**src/rtl/led_seq_pkg.sv**
```systemverilog
// Shared mode codes and prescaler sizing helper for the pattern LED sequencer.
package led_seq_pkg;

    localparam int MODE_W = 3;

    localparam logic [MODE_W-1:0] IDLE = 3'd0;
    localparam logic [MODE_W-1:0] SHL  = 3'd1;
    localparam logic [MODE_W-1:0] SHR  = 3'd2;
    localparam logic [MODE_W-1:0] BNC  = 3'd3;
    localparam logic [MODE_W-1:0] FILL = 3'd4;

    // A divide-by-1 or -2 still needs one counter bit to stay legal.
    function automatic int cnt_width(input int div);
        return (div <= 2) ? 1 : $clog2(div);
    endfunction

endpackage

```
**src/rtl/led_tick_gen.sv**
```systemverilog
// Prescaler: emits a one-cycle step on every TICK_DIV-th enabled cycle after a clear.
module led_tick_gen
    import led_seq_pkg::*;
#(
    parameter int TICK_DIV = 4
) (
    input  logic clk,
    input  logic rst,
    input  logic en,
    input  logic clr,
    output logic step
);

    localparam int              CNT_W = cnt_width(TICK_DIV);
    localparam logic [CNT_W-1:0] LAST = CNT_W'(TICK_DIV - 1);

    logic [CNT_W-1:0] r_cnt;
    logic             w_wrap;

    assign w_wrap = (r_cnt == LAST);
    // A clear on the wrap cycle suppresses the step so a mode load always wins.
    assign step   = en && !clr && w_wrap;

    always_ff @(posedge clk or negedge rst) begin
        if (!rst) begin
            r_cnt <= '0;
        end else if (clr || !en || w_wrap) begin
            r_cnt <= '0;
        end else begin
            r_cnt <= r_cnt + CNT_W'(1);
        end
    end

endmodule

```
**src/rtl/pattern_led_seq.sv**
```systemverilog
// Button-selected LED animation (rotate left/right, ping-pong, fill/clear) stepped by a prescaler.
module pattern_led_seq
    import led_seq_pkg::*;
#(
    parameter int N_LED    = 4,
    parameter int TICK_DIV = 4
) (
    input  logic              clk,
    input  logic              rst,
    input  logic [3:0]        but,
    output logic [N_LED-1:0]  led,
    output logic [MODE_W-1:0] mode,
    output logic              tick
);

    localparam logic [N_LED-1:0] PAT_LSB = N_LED'(1);
    localparam logic [N_LED-1:0] PAT_MSB = {1'b1, {(N_LED-1){1'b0}}};

    logic [N_LED-1:0]  r_led;
    logic [MODE_W-1:0] r_mode;
    logic              r_tick;
    logic              r_dir_up;

    logic [MODE_W-1:0] w_new_mode;
    logic              w_load;
    logic              w_step;
    logic [N_LED-1:0]  w_start;
    logic [N_LED-1:0]  w_next_led;
    logic              w_next_up;

    // Fixed priority: the lowest-numbered pressed button selects the mode.
    always_comb begin
        w_new_mode = r_mode;
        if (but[0])      w_new_mode = SHL;
        else if (but[1]) w_new_mode = SHR;
        else if (but[2]) w_new_mode = BNC;
        else if (but[3]) w_new_mode = FILL;
    end

    assign w_load  = (but != 4'b0000) && (w_new_mode != r_mode);
    assign w_start = (w_new_mode == SHR) ? PAT_MSB : PAT_LSB;

    led_tick_gen #(
        .TICK_DIV (TICK_DIV)
    ) u_tick_gen (
        .clk  (clk),
        .rst  (rst),
        .en   (r_mode != IDLE),
        .clr  (w_load),
        .step (w_step)
    );

    always_comb begin
        w_next_led = r_led;
        w_next_up  = r_dir_up;
        case (r_mode)
            SHL: w_next_led = {r_led[N_LED-2:0], r_led[N_LED-1]};
            SHR: w_next_led = {r_led[0], r_led[N_LED-1:1]};
            BNC: begin
                // Reverse on the end LED itself so neither end is lit twice in a row.
                if (r_dir_up) begin
                    if (r_led[N_LED-1]) begin
                        w_next_led = r_led >> 1;
                        w_next_up  = 1'b0;
                    end else begin
                        w_next_led = r_led << 1;
                    end
                end else begin
                    if (r_led[0]) begin
                        w_next_led = r_led << 1;
                        w_next_up  = 1'b1;
                    end else begin
                        w_next_led = r_led >> 1;
                    end
                end
            end
            FILL: w_next_led = (&r_led) ? '0 : {r_led[N_LED-2:0], 1'b1};
            default: w_next_led = '0;
        endcase
    end

    always_ff @(posedge clk or negedge rst) begin
        if (!rst) begin
            r_led    <= '0;
            r_mode   <= IDLE;
            r_tick   <= 1'b0;
            r_dir_up <= 1'b1;
        end else if (w_load) begin
            r_mode   <= w_new_mode;
            r_led    <= w_start;
            r_tick   <= 1'b0;
            r_dir_up <= 1'b1;
        end else begin
            r_tick <= w_step;
            if (w_step) begin
                r_led    <= w_next_led;
                r_dir_up <= w_next_up;
            end
        end
    end

    assign led  = r_led;
    assign mode = r_mode;
    assign tick = r_tick;

endmodule
```
**config.mk**
```make
export PLATFORM = sky130hd
export DESIGN_NAME = pattern_led_seq
export DESIGN_NICKNAME = d
export VERILOG_FILES = /design/src/rtl/led_seq_pkg.sv /design/src/rtl/led_tick_gen.sv /design/src/rtl/pattern_led_seq.sv
export SDC_FILE = /design/constraint.sdc
export NUM_CORES = 1
export LEC_CHECK = 0
export CORE_MARGIN = 10
export CORE_UTILIZATION = 54
export DETAILED_ROUTE_END_ITERATION = 8
export GPL_TIMING_DRIVEN = 0
export MAX_ROUTING_LAYER = met4
export PLACE_DENSITY_LB_ADDON = 0.15
export SLEW_MARGIN = 20
export SYNTH_ARGS = -nofsm -noshare
export SYNTH_HDL_FRONTEND = slang
export SYNTH_SLANG_ARGS = --single-unit
```
**constraint.sdc**
```tcl
create_clock -name clk -period 3.2 [get_ports clk]
set_input_delay 0.48 -clock clk [delete_from_list [all_inputs] [get_ports clk]]
set_output_delay 0.48 -clock clk [all_outputs]
set_load 0.01 [all_outputs]
```
==> impl_metrics.env, run 1 <==
export IMPL_cts_sinks=11
export IMPL_cts_buffers=3
export IMPL_pin_count=14
export IMPL_syn_avg_cell_area_um2=8.57
export IMPL_crit_fanout=5
export IMPL_clkLatencyLatePin_ns=0.27
export IMPL_ys_top_cells_by_area="dfrtp_1, o21ai_0, nand2b_1, a21oi_1, nand2_1"
export IMPL_via_per_inst=6.14
export IMPL_ys_ff_latch=11
export IMPL_cap_violations=0
export IMPL_dr_max_layer_used="met4"
export IMPL_grtUsageTotal_pct=12.8
export IMPL_grt_pass1_wl_um=3540
export IMPL_yosysTopAreaCell="dfrtp_1"
export IMPL_fmax_mhz=457
export IMPL_period_share_pct=68.4
export IMPL_synthArstFlopShare_pct=100
export IMPL_synthMostInstantiatedCell="dfrtp_1"
export IMPL_wl_um=1870
export IMPL_crit_required_ns=3.35
export IMPL_power_uw=391
export IMPL_final_cells=125
export IMPL_synth_distinct_cells=40
export IMPL_layout_drive_gt1_share_pct=12.7
export IMPL_port_buffers=13
export IMPL_gp_congestion=0.844
export IMPL_cts_setup_buffers=0
export IMPL_h_tree_depth=1
export IMPL_worstMarginPinSlew_ns=0.485
export IMPL_coreArea_um2=1350
export IMPL_diodes=0
export IMPL_synth_warnings=0
export IMPL_wl_met1_um=815
export IMPL_antenna_found_initial=0
export IMPL_hold_viol=0
export IMPL_status="completed"
export IMPL_clkSlewWorstSetupHoldPaths_ns=0.08
export IMPL_grt_max_degree=12
export IMPL_wl_met3_um=153
export IMPL_finClkSkew_ns=0.00172
export IMPL_synth_cell_area_um2=797
export IMPL_start_util_pct=59.0
export IMPL_ys_flop_type="dfrtp_1"
export IMPL_yosysSeqAreaShare_pct=34.7
export IMPL_cts_root_buffer="clkbuf_4"
export IMPL_drt_iter0_markers=29
export IMPL_setup_viol=0
export IMPL_min_period_ns=2.19
export IMPL_finalMaxSlewViolations=0
export IMPL_die_h_um=58.4
export IMPL_slew_headroom_pct=67.6
export IMPL_leakage_uw=0.000396
export IMPL_worst_setup_path_type="in2reg"
export IMPL_dieArea_um2=3410
export IMPL_clockBufferDepth=2
export IMPL_dp_cells=121
export IMPL_cts_repair_resize_count=0
export IMPL_hp_class="reg2reg"
export IMPL_route_met2_wl_um=888
export IMPL_endpoint_kind="flop"
export IMPL_start_kind="primary input"
export IMPL_wl_per_cell_um=14.9
export IMPL_hold_buffers=0
export IMPL_grt_ovfl_total=0
export IMPL_die_x_um=58.4
export IMPL_tritoncts="yes"
export IMPL_dp_hpwl_um=1410
export IMPL_syn2layout_area_growth_pct=22.0
export IMPL_synthTopCellsByCount="dfrtp_1, nand2_1, nor2_1, o21ai_0, a21oi_1"
export IMPL_vias=768
export IMPL_dr_pass1_iters=4
export IMPL_grt_pass1_vias=766
export IMPL_rsz0062_at_grt="no"
export IMPL_syn_num_nets=100
export IMPL_p_per_area_nw_per_um2=402
export IMPL_critPathArrivalTime_ns=2.33
export IMPL_final_setup_tns_ns=0
export IMPL_rows=13
export IMPL_irDropWorstVdd_v=0.000236
export IMPL_drc=0
export IMPL_synthCells=93
export IMPL_final_antenna_net_count=0
export IMPL_nets=118
export IMPL_synth_top_area_share_pct=31.4
export IMPL_synth_edf_count=0
-- power breakdown --
part           switching, uW  leakage (uW)  internal (uW)
sequential              13.2      0.000139            152
clock                   50.5     0.0000150           48.2
combinational           66.3      0.000242           61.1
total                    130      0.000396            261
-- metrics by stage --
stage / cell area [um^2] / hold slack, ns / util [%] / worst slack, ns
after floorplan: 797 / 0.184 / - / 1.46
after global placement: 946 / 0.431 / 70.1 / 0.830
after detailed placement: 946 / 0.441 / 70.1 / 0.785
after CTS: 972 / 0.451 / 72.0 / 1.08
after global routing: 972 / 0.483 / 72.0 / 0.894
final: 972 / 0.449 / 72.0 / 1.01
-- cells by family (layout without fill, tap and decap cells) --
family                   count (synthesis)  count (layout)  share of synthesized area, %
AND/OR/NAND/NOR                         43              43                          31.7
AO/OA/AOI/OAI                           28              28                          23.2
flip-flops                              11              11                          34.7
buffers and inverters                    7              24                          4.24
XOR/XNOR                                 2               2                          3.14
adder cells (fa/ha/maj)                  1               1                          1.57
multiplexers                             1               1                          1.41
-- worst max-delay path, stage by stage --
cell,delay (ns)
clkdlybuf4s50_1,0.47
nor2_1,0.26
and3_1,0.22
a2bb2oi_1,0.40
o21ai_0,0.17
a21oi_1,0.22
a21oi_1,0.11
-- cell type report --
cell class	count	area [um^2]
Multi-Input combinational cell	75	487
Fill cell	110	378
Sequential cell	11	277
Timing Repair Buffer	13	130
Clock buffer	4	26.3
Buffer	4	22.5
Tap cell	15	18.8
Inverter	3	11.3
-- final timing paths --
kind / slack, ns / cells after the start / start / end
setup / recovery: 1.01 / 7 / but[1] / led[3]$_DFFE_PN0P_
setup reg to reg: 1.28 / 7 / mode[2]$_DFFE_PN0N_ / led[0]$_DFFE_PN0P_
max in group asynchronous: 2.31 / 1 / rst / r_dir_up$_DFFE_PN1P_
hold reg to reg: 0.45 / 1 / u_tick_gen.r_cnt[0]$_DFF_PN0_ / u_tick_gen.r_cnt[0]$_DFF_PN0_
min in group asynchronous: 0.53 / 1 / rst / mode[0]$_DFFE_PN0N_
hold / removal: 0.45 / 1 / u_tick_gen.r_cnt[0]$_DFF_PN0_ / u_tick_gen.r_cnt[0]$_DFF_PN0_
-- metal layers --
layer  up-vias  track usage [%]
li1        376                -
met1       361             15.5
met2        29             20.0
met3         2             4.29
met4         0             3.02
met5         -                -
-- cell usage in the layout, fill, tap and decap left out, drive strengths merged --
cell type / synthesis / final
clkdlybuf4s50: 0 / 13
a311o: 1 / 1
a21oi: 7 / 7
inv: 3 / 3
dfrtp: 10 / 10
clkbuf: 3 / 7
ha: 1 / 1
nand2: 8 / 8
nand3b: 2 / 2
xnor2: 2 / 2
nor3b: 2 / 2
o21a: 1 / 1
buf: 1 / 1
nor4b: 2 / 2
a32oi: 2 / 2
nor2: 9 / 9
nor2b: 4 / 4
nand2b: 6 / 6
o211ai: 2 / 2
a211o: 1 / 1
o21bai: 2 / 2
dfstp: 1 / 1
a2bb2oi: 1 / 1
o32a: 1 / 1
nand3: 3 / 3
nor3: 3 / 3
o21ai: 9 / 9
mux2: 1 / 1
and3: 2 / 2
nor4: 1 / 1
a22o: 1 / 1
nand4: 1 / 1
-- registers in the layout, summed over array words and instances, names as in the netlist --
register	flops
u_tick_gen.r_cnt	2
mode	3
tick	1
led	4
r_dir_up	1
No activity file was read; power rests on OpenSTA's default activity.
==> inputs of run 2 (changes only) <==
--- a/config.mk
+++ b/config.mk
@@ -6,7 +6,7 @@
 export NUM_CORES = 1
 export LEC_CHECK = 0
 export CORE_MARGIN = 10
-export CORE_UTILIZATION = 54
+export CORE_UTILIZATION = 46
 export DETAILED_ROUTE_END_ITERATION = 8
 export GPL_TIMING_DRIVEN = 0
 export MAX_ROUTING_LAYER = met4
==> constraint.sdc (replaced) <==
create_clock -name clk -period 1.8 [get_ports clk]
set_input_delay 0.27 -clock clk [delete_from_list [all_inputs] [get_ports clk]]
set_output_delay 0.27 -clock clk [all_outputs]
set_load 0.01 [all_outputs]
==> impl_metrics.env, run 2 (synthesized netlist as in run 1, its figures left out) <==
export IMPL_status="completed"
export IMPL_dp_cells=122
export IMPL_vias=805
export IMPL_diodes=0
export IMPL_pin_count=14
export IMPL_worstMarginPinSlew_ns=0.519
export IMPL_clkLatencyLatePin_ns=0.27
export IMPL_min_period_ns=1.74
export IMPL_grt_pass1_vias=799
export IMPL_wl_um=2110
export IMPL_grt_pass1_wl_um=3610
export IMPL_hold_viol=0
export IMPL_layout_drive_gt1_share_pct=25.2
export IMPL_clockBufferDepth=2
export IMPL_h_tree_depth=1
export IMPL_worst_setup_path_type="reg2reg"
export IMPL_gp_congestion=0.882
export IMPL_fmax_mhz=574
export IMPL_leakage_uw=0.000481
export IMPL_endpoint_kind="flop"
export IMPL_rows=14
export IMPL_grt_max_degree=12
export IMPL_crit_required_ns=1.96
export IMPL_fin_util_pct=69.4
export IMPL_final_antenna_net_count=0
export IMPL_hold_buffers=0
export IMPL_wl_per_cell_um=15.6
export IMPL_port_buffers=13
export IMPL_antenna_found_initial=0
export IMPL_start_util_pct=50.6
export IMPL_slew_headroom_pct=65.3
export IMPL_rsz0062_at_grt="yes"
export IMPL_rr_worst_depth=7
export IMPL_final_design_area_no_fill_um2=1090
export IMPL_finalMaxSlewViolations=0
export IMPL_die_h_um=61.6
export IMPL_layout_commonest_cell="buf_4"
export IMPL_hp_class="in2async"
export IMPL_critPathArrivalTime_ns=1.90
export IMPL_postPlaceCellArea_um2=947
export IMPL_timing_rr_end="led[0]$_DFFE_PN0P_"
export IMPL_die_x_um=61.6
export IMPL_nets=127
export IMPL_irDropWorstVdd_v=0.000352
export IMPL_drt_iter0_markers=25
export IMPL_final_setup_tns_ns=0
export IMPL_cts_buffers=3
export IMPL_drc=0
export IMPL_syn2layout_area_growth_pct=37.2
export IMPL_dr_pass1_iters=4
export IMPL_period_share_pct=96.7
export IMPL_start_kind="flop"
export IMPL_r2r_slack_ns=0.06
export IMPL_setup_viol=0
export IMPL_dp_hpwl_um=1530
export IMPL_coreArea_um2=1580
export IMPL_crit_fanout=10
export IMPL_r2r_start="mode[2]$_DFFE_PN0N_"
export IMPL_grt_ovfl_total=0
export IMPL_p_per_area_nw_per_um2=676
export IMPL_largest_reg_flops=4
export IMPL_grtUsageTotal_pct=12.8
export IMPL_dieArea_um2=3800
export IMPL_final_cell_mix="buf_4, clkdlybuf4s50_1, dfrtp_1"
export IMPL_cap_violations=0
export IMPL_tritoncts="yes"
export IMPL_cts_root_buffer="clkbuf_4"
export IMPL_clkSlewWorstSetupHoldPaths_ns=0.07
export IMPL_cts_sinks=11
export IMPL_finClkSkew_ns=0.00508
export IMPL_via_per_inst=5.96
export IMPL_final_cells=135
==> run 2: cell types whose count changed in the layout (fill, tap and decap cells not counted), sizes merged <==
cell           delta
clkbuf            -1
buf              +10
dlygate4sd2       +3
clkdlybuf4s50     -4
dlymetal6s2s      +1
==> run 2: repair_timing <==
action / 4_1_cts / 5_1_grt
endpoints found under the setup margin: 4 / 3
pin swaps: 0 / 3
buffers inserted: 3 / 7
gates resized for setup: 8 / 8
==> run 2: final cells by class <==
class	count	area (um^2)
fillers	139	483
inverters	3	11.3
multi-input cells	75	534
repair buffers	23	204
well taps	16	20.0
clock buffers	4	26.3
plain buffers	3	20.0
flip-flops and latches	11	278
==> run 2: layer usage <==
layer | track usage, % | up-vias | share of wire, %
met2 | 18.7 | 30 | 45
li1 | - | 393 | -
met1 | 16.4 | 373 | 47
met4 | 7.64 | 0 | 3.2
met5 | - | - | 0
met3 | 1.44 | 9 | 4.9
==> run 2: stage by stage <==
stage / setup slack, ns / hold slack (ns) / total power (uW)
final: 0.0591 / 0.340 / 739
after global routing: -0.0295 / 0.367 / 788
after CTS: 0.0236 / 0.350 / 710
after detailed placement: -0.424 / 0.435 / 529
after global placement: -0.365 / 0.439 / 522
after floorplan: 0.0561 / -0.0256 / 440
==> run 2: power breakdown <==
part           switching [uW]  internal (uW)
clock network            85.7           85.8
logic                     138            137
registers                21.4            270
total                     245            493
==> run 2: worst max-delay path by stage <==
stage                                 to  cells past startpoint                 from
floorplan             led[0]$_DFFE_PN0P_                      7  mode[2]$_DFFE_PN0N_
global placement      led[3]$_DFFE_PN0P_                      7               but[1]
detailed placement  r_dir_up$_DFFE_PN1P_                      7               but[1]
finish                led[0]$_DFFE_PN0P_                      7  mode[2]$_DFFE_PN0N_
global route          led[0]$_DFFE_PN0P_                      7  mode[0]$_DFFE_PN0N_
CTS                   led[0]$_DFFE_PN0P_                      7  mode[0]$_DFFE_PN0N_
==> run 2: worst max-delay path, stage by stage (launching register included) <==
cell and delay (ns):
dfrtp_1 0.40, buf_6 0.15, nor2b_4 0.12, o21bai_1 0.10, a2bb2oi_2 0.21, nand2b_4 0.21, a311o_1 0.27, a22o_1 0.18
==> inputs of run 3 (changes only) <==
--- a/config.mk
+++ b/config.mk
@@ -11,6 +11,7 @@
 export GPL_TIMING_DRIVEN = 0
 export MAX_ROUTING_LAYER = met4
 export PLACE_DENSITY_LB_ADDON = 0.15
+export SKIP_CTS_REPAIR_TIMING = 1
 export SLEW_MARGIN = 20
 export SYNTH_ARGS = -nofsm -noshare
 export SYNTH_HDL_FRONTEND = slang
==> impl_metrics.env, run 3 (synthesized netlist as in run 1, its figures left out) <==
export IMPL_r2r_start="mode[0]$_DFFE_PN0N_"
export IMPL_critPathArrivalTime_ns=2.00
export IMPL_finalMaxSlewViolations=0
export IMPL_dp_cells=122
export IMPL_gp_congestion=0.882
export IMPL_pre_cts_ws_ns=-0.424
export IMPL_cap_violations=0
export IMPL_pwr_share_comb_pct=37.6
export IMPL_dr_pass1_iters=4
export IMPL_status="complete, but fails checks"
export IMPL_antenna_found_initial=0
export IMPL_tritoncts="yes"
export IMPL_crit_required_ns=1.97
export IMPL_r2r_slack_ns=-0.01
export IMPL_port_buffers=13
export IMPL_dp_hpwl_um=1530
export IMPL_min_period_ns=1.84
export IMPL_drt_iter0_markers=24
export IMPL_grt_pass1_vias=763
export IMPL_p_per_area_nw_per_um2=678
export IMPL_finalWorstSetupSlack_ns=-0.0361
export IMPL_violations="setup timing"
export IMPL_final_cells=133
export IMPL_slew_headroom_pct=65.0
export IMPL_rsz0062_at_grt="yes"
export IMPL_grt_ovfl_total=0
export IMPL_internal_power_uw=494
export IMPL_period_share_pct=102
export IMPL_die_h_um=61.6
export IMPL_cts_sinks=11
export IMPL_worst_setup_path_type="in2reg"
export IMPL_start_util_pct=50.6
export IMPL_finClkSkew_ns=0.00713
export IMPL_grtUsageTotal_pct=12.3
export IMPL_wl_per_cell_um=16.6
export IMPL_layout_drive_gt1_share_pct=23.9
export IMPL_final_design_area_no_fill_um2=1090
export IMPL_setup_viol=1
export IMPL_clkLatencyLatePin_ns=0.27
export IMPL_via_per_inst=6.02
export IMPL_wl_um=2210
export IMPL_final_antenna_net_count=0
export IMPL_h_tree_depth=1
export IMPL_syn2layout_area_growth_pct=37.4
export IMPL_cts_buffers=3
export IMPL_clockBufferDepth=2
export IMPL_crit_fanout=6
export IMPL_rr_worst_depth=7
export IMPL_p_clk_share_pct=22.9
export IMPL_hold_viol=0
export IMPL_switching_power_uw=249
export IMPL_clkSlewWorstSetupHoldPaths_ns=0.07
export IMPL_endpoint_kind="flop"
export IMPL_nets=125
export IMPL_drc=0
export IMPL_pin_count=14
export IMPL_rows=14
export IMPL_layout_commonest_cell="clkdlybuf4s50_1"
export IMPL_irDropWorstVdd_v=0.000294
export IMPL_fillCellCount=134
export IMPL_power_uw=743
export IMPL_grt_max_degree=12
export IMPL_largest_reg_flops=4
export IMPL_dieArea_um2=3800
export IMPL_grt_pass1_wl_um=3460
export IMPL_postPlaceCellArea_um2=947
export IMPL_fmax_mhz=545
export IMPL_worstMarginPinSlew_ns=0.524
export IMPL_netSwitchingFraction_pct=33.5
export IMPL_vias=801
export IMPL_coreArea_um2=1580
export IMPL_final_cell_mix="clkdlybuf4s50_1, dfrtp_1, nand2_1"
export IMPL_timing_rr_end="led[0]$_DFFE_PN0P_"
export IMPL_diodes=0
export IMPL_hp_class="in2async"
export IMPL_die_x_um=61.6
export IMPL_start_kind="primary input"
export IMPL_leakage_uw=0.000481
export IMPL_cts_root_buffer="clkbuf_4"
export IMPL_seq_power_share_pct=39.5
[run 3: changes by cell type in the layout (fill, tap and decap cells not counted), sizes merged]
cell           before  now
buf                11    8
dlygate4sd2         3    0
dlymetal6s2s        1    3
clkbuf              6    7
clkdlybuf4s50       9   10
[run 3: power groups by stage]
stage / clock network (uW) / logic [uW] / registers [uW]
finish: 170 / 279 / 293
global route: 193 / 304 / 295
CTS: 172 / 231 / 293
detailed placement: 0 / 231 / 298
global placement: 0 / 225 / 297
floorplan: 0 / 138 / 302
[run 3: through the flow]
stage               utilization (%)  hold slack [ns]  TNS, ns
floorplan                         -          -0.0256        0
CTS                            61.7            0.350   -0.389
detailed placement             60.1            0.435    -2.43
finish                         69.4            0.340  -0.0361
global route                   69.4            0.377   -0.211
global placement               60.1            0.439    -2.07
[run 3: worst max-delay path, cell delays in order]
cell and delay (ns):
clkdlybuf4s50_1 0.47, nor2b_4 0.16, nor3_4 0.24, inv_2 0.10, xnor2_2 0.21, nand2b_4 0.10
a311o_1 0.27, a22o_1 0.18
[run 3: how the worst max path moves through the flow]
stage                                   start                    to  slack [ns]  depth (start not counted)
final                                  but[2]    led[0]$_DFFE_PN0P_       -0.04                          8
after global routing                   but[2]    led[0]$_DFFE_PN0P_        -0.1                          8
after CTS                              but[1]  r_dir_up$_DFFE_PN1P_       -0.16                          7
after detailed placement               but[1]  r_dir_up$_DFFE_PN1P_       -0.42                          7
after global placement                 but[1]    led[3]$_DFFE_PN0P_       -0.36                          7
after floorplan           mode[2]$_DFFE_PN0N_    led[0]$_DFFE_PN0P_        0.06                          7
[run 3: area by class of cell]
cell class	instances	area [um^2]	area share, %
inverters	3	11.3	1.03
clock buffers	4	26.3	2.40
flip-flops and latches	11	278	25.4
repair buffers	20	190	17.4
multi-input cells	75	546	49.8
plain buffers	4	23.8	2.17
well taps	16	20.0	1.83
[run 3: routing by layer]
layer / GRT usage, % / part of all wire, % / vias to the layer above / wire length (um)
li1: - / - / 389 / -
met1: 16.0 / 45 / 377 / 993
met2: 17.6 / 48 / 28 / 1050
met3: 1.44 / 4.9 / 7 / 109
met4: 7.64 / 2.4 / 0 / 54
met5: - / 0 / - / 0
